## config.mk

```make
export PLATFORM = sky130hd
export DESIGN_NAME = led_fade_pwm
export DESIGN_NICKNAME = d
export VERILOG_FILES = /design/src/rtl/led_fade_pwm_pkg.sv /design/src/rtl/led_fade_pwm_channel.sv /design/src/rtl/led_fade_pwm.sv
export SDC_FILE = /design/constraint.sdc
export NUM_CORES = 1
export LEC_CHECK = 0
export ABC_AREA = 0
export CAP_MARGIN = 10
export CORE_MARGIN = 2
export CORE_UTILIZATION = 58
export CTS_CLUSTER_SIZE = 24
export DETAILED_ROUTE_END_ITERATION = 7
export PLACE_DENSITY = 0.74
export SKIP_LAST_GASP = 1
export SYNTH_ARGS = -nofsm -noshare
export SYNTH_HDL_FRONTEND = slang
export SYNTH_SLANG_ARGS = --single-unit
```

## constraint.sdc

```tcl
create_clock -name clk -period 7.79 [get_ports clk]
set_input_delay 1.558 -clock clk [delete_from_list [all_inputs] [get_ports clk]]
set_output_delay 1.558 -clock clk [all_outputs]
set_load 0.01 [all_outputs]
```

## src/rtl/led_fade_pwm_pkg.sv

```systemverilog
`default_nettype none
// ============================================================================
// Module      : led_pkg
// Description : Shared widths and constants for the LED fade/PWM output stage.
// Revision    : 1.0
// ============================================================================
package led_pkg;

    localparam int LEVEL_W    = 8;
    localparam int PWM_PERIOD = 255;

    typedef logic [LEVEL_W-1:0] level_t;

    localparam level_t LEVEL_MAX = 8'd255;

endpackage
`default_nettype wire

```

## src/rtl/led_fade_pwm_channel.sv

```systemverilog
`default_nettype none
// ============================================================================
// Module      : led_fade_channel
// Description : One LED channel: saturating up/down brightness level plus the
//               registered PWM comparator.
// Revision    : 1.0
// ============================================================================
module led_fade_channel
    import led_pkg::*;
(
    input  logic   clk,
    input  logic   rst,
    input  logic   enable,
    input  logic   step_tick,
    input  logic   req,
    input  level_t pwm_cnt,
    output level_t level,
    output logic   at_target,
    output logic   pwm
);

    level_t r_level;
    logic   r_pwm;
    level_t w_target;

    // Disabled channels aim for dark so the settled flag reflects the forced state.
    assign w_target  = (enable && req) ? LEVEL_MAX : '0;
    assign at_target = (r_level == w_target);

    always_ff @(posedge clk or posedge rst) begin
        if (rst) begin
            r_level <= '0;
        end else if (!enable) begin
            r_level <= '0;
        end else if (step_tick) begin
            if (r_level < w_target) begin
                r_level <= r_level + LEVEL_W'(1);
            end else if (r_level > w_target) begin
                r_level <= r_level - LEVEL_W'(1);
            end
        end
    end

    always_ff @(posedge clk or posedge rst) begin
        if (rst) begin
            r_pwm <= 1'b0;
        end else begin
            r_pwm <= (r_level > pwm_cnt);
        end
    end

    assign level = r_level;
    assign pwm   = r_pwm;

endmodule
`default_nettype wire

```

## src/rtl/led_fade_pwm.sv

```systemverilog
`default_nettype none
// ============================================================================
// Module      : led_fade_pwm
// Description : Turns on/off LED requests into linear brightness fades rendered
//               as 255-cycle PWM on the LED pins.
// Revision    : 1.0
// ============================================================================
module led_fade_pwm
    import led_pkg::*;
#(
    parameter int N        = 8,
    parameter int STEP_DIV = 25_000
) (
    input  logic         clk,
    input  logic         rst,
    input  logic [N-1:0] leds_in,
    input  logic         enable,
    output logic [N-1:0] pwm_out,
    output logic         settled
);

    localparam int                 c_DIV_W    = (STEP_DIV > 1) ? $clog2(STEP_DIV) : 1;
    localparam logic [c_DIV_W-1:0] c_DIV_LAST = c_DIV_W'(STEP_DIV - 1);
    localparam level_t             c_PWM_LAST = level_t'(PWM_PERIOD - 1);

    logic [N-1:0]         r_req;
    logic [c_DIV_W-1:0]   r_div;
    level_t               r_pwm_cnt;
    logic                 r_settled;
    logic                 w_step_tick;
    logic [N-1:0]         w_at_target;
    // Per-channel levels are exposed for observation only.
    logic [N*LEVEL_W-1:0] w_level_unused;

    // Same-clock source: a single register stage is enough.
    always_ff @(posedge clk or posedge rst) begin
        if (rst) begin
            r_req <= '0;
        end else begin
            r_req <= leds_in;
        end
    end

    always_ff @(posedge clk or posedge rst) begin
        if (rst) begin
            r_div <= '0;
        end else if (!enable || (r_div == c_DIV_LAST)) begin
            r_div <= '0;
        end else begin
            r_div <= r_div + c_DIV_W'(1);
        end
    end

    assign w_step_tick = enable && (r_div == c_DIV_LAST);

    always_ff @(posedge clk or posedge rst) begin
        if (rst) begin
            r_pwm_cnt <= '0;
        end else if (r_pwm_cnt == c_PWM_LAST) begin
            r_pwm_cnt <= '0;
        end else begin
            r_pwm_cnt <= r_pwm_cnt + LEVEL_W'(1);
        end
    end

    generate
        for (genvar i = 0; i < N; i++) begin : g_ch
            led_fade_channel u_ch (
                .clk       (clk),
                .rst       (rst),
                .enable    (enable),
                .step_tick (w_step_tick),
                .req       (r_req[i]),
                .pwm_cnt   (r_pwm_cnt),
                .level     (w_level_unused[i*LEVEL_W +: LEVEL_W]),
                .at_target (w_at_target[i]),
                .pwm       (pwm_out[i])
            );
        end
    endgenerate

    always_ff @(posedge clk or posedge rst) begin
        if (rst) begin
            r_settled <= 1'b1;
        end else begin
            r_settled <= &w_at_target;
        end
    end

    assign settled = r_settled;

endmodule
`default_nettype wire
```

* Word level (Yosys, flattened, before mapping)
Index checks and enable logic that the tools add are counted.
** Storage, ports and cells
- Logic and storage cells :: 143
- Input bits :: 11
- Output and inout port bits :: 9
- Flip-flop bits (word level) :: 104
** Operators by class
- Muxes and demuxes :: 42
- Reduce and logical (&&, ||, !) cells :: 20
- Order comparisons :: 24
- $add $sub $neg :: 18
- Equality and inequality tests :: 19
** Operators by type and width (number)
- two-way mux 8 bit :: 41
- > comparator 8 bit :: 16
- adder 8 x 1 -> 8 bit (second input constant) :: 9
- equality test 8 bit :: 8
- less-than comparator 8 bit :: 8
- subtractor 8 x 1 -> 8 bit (second input constant) :: 8
- inequality test 3 x 1 -> 1 bit (second input constant) :: 8
- AND reduction 2 bit :: 8
- adder 15 x 1 -> 15 bit (second input constant) :: 1
- equality test 15 bit (second input constant) :: 1
- two-way mux 15 bit :: 1
- logical AND 1 bit :: 9
- equality test 8 bit (second input constant) :: 1
- AND reduction 8 bit :: 1
- inequality test 2 x 1 -> 1 bit (second input constant) :: 1
- logical NOT 1 bit :: 1
- logical OR 1 bit :: 1

* Depth between registers and ports, before layout
- Word-level depth :: 7
- Mapped depth :: 18
- Gate-level depth less buffers :: 15

* Modules after synthesis
A second synthesis with hierarchy kept.
** Second synthesis, totals
- Cell total of the unflattened synthesis :: 1083
- Area, all modules :: 9755.6 µm²
** By module, submodules not included
- led_fade_channel :: cells an instance 120, sequential area each 225.2 µm², times used 8, area each 1048.5 µm²
- led_fade_pwm :: cells an instance 123, sequential area each 802.0 µm², times used 1, area each 1367.6 µm²

* Worst setup path after synthesis
Ideal clock, no wire load.
- Path type :: input to register
- Start point :: input port enable
- End point :: register g_ch[7].u_ch.r_level[7]
- Library setup time :: 0.079 ns
- Data arrival time :: 5.104 ns
- Required time :: 7.711 ns
- Slack :: 2.607 ns
- Stages on the path :: 17
- Buffers on the path :: 3
- Path through :: clkbuf_1 -> clkbuf_1 -> clkbuf_1 -> nand2_1 -> ha_1 -> nor2b_1 -> o211ai_1 -> nand2_1 -> a21boi_0 -> inv_1 -> ha_1 -> o211ai_1 -> o21ai_0 -> o21ai_0 -> and4_1 -> mux2i_1 -> mux2i_1
** Between the ends
- Word-level cells in the longest chain between the ends :: 6
- Elaborated cells between the ends (all ways) :: 11
- Those cells by class :: 2 x order compare; 2 x eq/ne; 4 x mux; 3 x reduce/logical
** RTL lines
- start: declaration :: RTL line led_fade_pwm.sv:17 : input logic enable,
- logical AND 1 bit :: RTL line led_fade_pwm_channel.sv:27 : assign w_target = (enable && req) ? LEVEL_MAX : '0;
- two-way mux 8 bit :: RTL line led_fade_pwm_channel.sv:27
- less-than comparator 8 bit :: RTL line led_fade_pwm_channel.sv:36 : if (r_level < w_target) begin
- two-way mux 8 bit :: RTL line led_fade_pwm_channel.sv:36
- two-way mux 8 bit :: RTL line led_fade_pwm_channel.sv:35 : end else if (step_tick) begin
- two-way mux 8 bit :: RTL line led_fade_pwm_channel.sv:33 : end else if (!enable) begin
- end signal: assignment :: RTL line led_fade_pwm_channel.sv:37 : r_level <= r_level + LEVEL_W'(1);
- end signal: assignment :: RTL line led_fade_pwm_channel.sv:39 : r_level <= r_level - LEVEL_W'(1);
- end: declaration :: RTL line led_fade_pwm_channel.sv:22 : level_t r_level;
Parallel ways exist; a longest one is shown, timed or not. The select of a mux whose other input is x is not followed.
A chain may end at the register's enable or synchronous reset.

* Worst setup path in the final report
- Start point :: input port enable
- End point :: register g_ch[3].u_ch.r_level[7]
** Between the ends
- Word-level cells in the longest chain between the ends :: 6
- Elaborated cells between the ends (all ways) :: 11
- Those cells by class :: 2 x order compare; 2 x eq/ne; 4 x mux; 3 x reduce/logical
** RTL lines (RTL line)
- logical AND 1 bit :: led_fade_pwm_channel.sv:27
- two-way mux 8 bit :: led_fade_pwm_channel.sv:27
- less-than comparator 8 bit :: led_fade_pwm_channel.sv:36
- two-way mux 8 bit :: led_fade_pwm_channel.sv:36
- two-way mux 8 bit :: led_fade_pwm_channel.sv:35
- two-way mux 8 bit :: led_fade_pwm_channel.sv:33
- end signal: assignment :: led_fade_pwm_channel.sv:37
- end signal: assignment :: led_fade_pwm_channel.sv:39
- end: declaration :: led_fade_pwm_channel.sv:22
Parallel ways exist; a longest one is shown, timed or not. The select of a mux whose other input is x is not followed.

==> reports/results.ini <==
[die]
die_w_microns = 131
rows = 46
ios = 20
die_y_microns = 131
core_area_sq_um = 15800
start_util_pct = 59.3
die_area_sq_um = 17200

[clock_tree]
cts_tree = yes
clkTransAtPathRegs_ns = 0.07
cts_setup_buffers = 0
cts_buffer_depth = 2
root_buffer = clkbuf_16
cts_resized = 0
cts_buffers = 9
cts_hold_buf = 0
cts_sinks = 104
clock_latency_ns = 0.36
htree_levels = 3

[hold_path]
whs_path_depth = 1
min_to = r_div[0]
min_path_type = flop to flop
hold_start = r_div[0]

[logic_synthesis]
syn_area_sq_um = 9390
synth_area_per_cell_sq_um = 9.45
synth.top_cell.area_share_pct = 27.5
ys_async_sr_fraction_pct = 100
ys_ff_latch = 104
yosysUniqueCellTypes = 43
syn_inst = 994
synth_edf_count = 0
yosysTopAreaCell = dfrtp_1
syn_nets = 1192
synth_warnings = 0
seq_area_frac_synth_pct = 27.7
synth_top_flop_cell = dfrtp_1
synthTopCellsByArea = dfrtp_1 27%, ha_1 24%, mux2i_1 5.2%

[flow_run]
drv_cap = 0

[detailed_routing]
wl_mm = 19.2
dr.first_iter.drc_count = 348
route.detailed.drc = 0
dr.pass1.iters = 5
ant_nets = 0
vias = 7109
vias_per_cell = 5.80
routedWlPerCell_microns = 15.7

[setup_path]
r2r_cells = 14
arrival_ns = 5.54
critPathKind = primary input to flop
crit_path_start_kind = primary input
r2r_start = r_req[7]
regToRegEndpoint = g_ch[7].u_ch.level[7]
critPathMaxFanout = 37
endpoint_kind = flop
r2r_slack_ns = 4.07
worstPathRequired_ns = 8.07
worstSetupStartpoint = enable

[power]
leakage_uw = 0.00500
ir_worst_vdd_mv = 0.105
power_density_nw_per_um2 = 114
finalPower_uw = 1150

[timing]
tightest_slew_ns = 0.949
slew_violations = 0
finalSetupTns_ns = 0
fmax_ghz = 0.190
min_period_over_period_pct = 67.5
hold_ws_ns = 0.463
setup_ws_ns = 2.53
period_needed_ns = 5.26
relSlewSlack_pct = 36.7
setup_viol = 0
final-hold-violation-count = 0
rsz0062_at_grt = false
clock_skew_ns = 0.00765

[final_layout]
n_antenna_cell = 0
final_cell_mix = 179 x ha_1, 103 x dfrtp_1, 76 x nand2_1
mostFrequentLayoutCell = ha_1
syn2layout_area_growth_pct = 7.12
postLayoutCoreUtil_pct = 63.5
final_nets = 1204
drive_gt1_share_pct = 3.96

[global_routing]
grtUsageTotal_pct = 23.0
grt_max_degree = 66
grt_pass1_vias = 6880
antenna_found_initial = 1
grt_first_pass_wirelength_mm = 32.7
grt_overflow_total = 0

[placed_design]
gp_congestion = 0.816
port_buffers = 19
dp_slack_ns = 2.16
hpwl_mm = 14.1

[run_status]
outcome = completed

[how the worst max path moves through the flow]
stage	endpoint	slack (ns)	cells after the start
5_1_grt	g_ch[7].u_ch.level[7]	2.14	15
3_3_place_gp	g_ch[3].u_ch.level[7]	2.29	16
3_5_place_dp	g_ch[3].u_ch.level[7]	2.16	16
6_report	g_ch[3].u_ch.level[7]	2.53	16
2_1_floorplan	g_ch[7].u_ch.level[7]	2.61	17
4_1_cts	g_ch[3].u_ch.level[7]	2.52	16
[state kept, by name, indices dropped and copies added, names as in the netlist]
name and flops:
g_ch.u_ch.level 64, r_req 8, r_div 15, r_pwm_cnt 8, settled 1, g_ch.u_ch.pwm 8
[critical path: stages]
cell	delay (ns)
buf_2	0.43
buf_4	0.43
nand2_1	0.29
ha_1	0.37
nor2b_1	0.13
o211ai_1	0.19
nand2_1	0.07
a21boi_0	0.40
inv_1	0.23
ha_1	0.38
a21o_1	0.18
a31o_2	0.24
a21oi_1	0.15
nor2_1	0.06
mux2i_1	0.20
mux2i_1	0.20
[report_power, final]
group          switching [uW]  internal [uW]
registers                1.87            543
logic                    71.3           43.0
clock network             206            281
[final cells by class]
class,count,area (sq um)
Clock buffer,10,229
Clock inverter,5,81.3
Fill cell,1356,5770
Inverter,43,164
Multi-Input combinational cell,825,6490
Sequential cell,104,2600
Tap cell,216,270
Timing Repair Buffer,23,215
[cells by family (layout without fill, tap and decap cells)]
kind of cell / count (synthesis) / in the layout / synth area share [%]
muxes: 49 / 49 / 5.22
adders and majority gates: 187 / 187 / 25.6
xor gates and xnor gates: 58 / 58 / 5.41
buffers and inverters: 65 / 81 / 3.18
and+or+nand+nor: 303 / 303 / 18.0
AOI/OAI and AO/OA: 228 / 228 / 14.9
DFF: 104 / 104 / 27.7
[synthesized netlist by cell type, types with 11 or more instances]
library cell,number
and4_1,22
a21o_1,31
o21a_1,17
nor2_1,48
ha_1,179
and3_1,12
dfrtp_1,103
xor2_1,23
nand3_1,15
clkbuf_1,11
nand2b_1,16
o21ai_0,44
a31oi_1,15
a21boi_0,14
nand4_1,19
a21oi_1,74
and2_1,20
inv_1,43
mux2i_1,49
nand2_1,76
nor2b_1,50
xnor2_1,35
[metrics by stage]
stage          cells  cell area, sq um
2_1_floorplan    994              9390
4_1_cts         1226             10100
6_report        1226             10100
5_1_grt         1226             10100
3_5_place_dp    1211              9750
3_3_place_gp    1211              9750
[layer usage]
layer	wire length [microns]	GRT usage [%]	up-vias
li1	-	-	3636
met1	9580	31.8	3348
met2	8730	38.0	97
met3	565	3.63	26
met4	313	5.92	2
met5	13	0	-
Power figures use the tool's default switching activity.
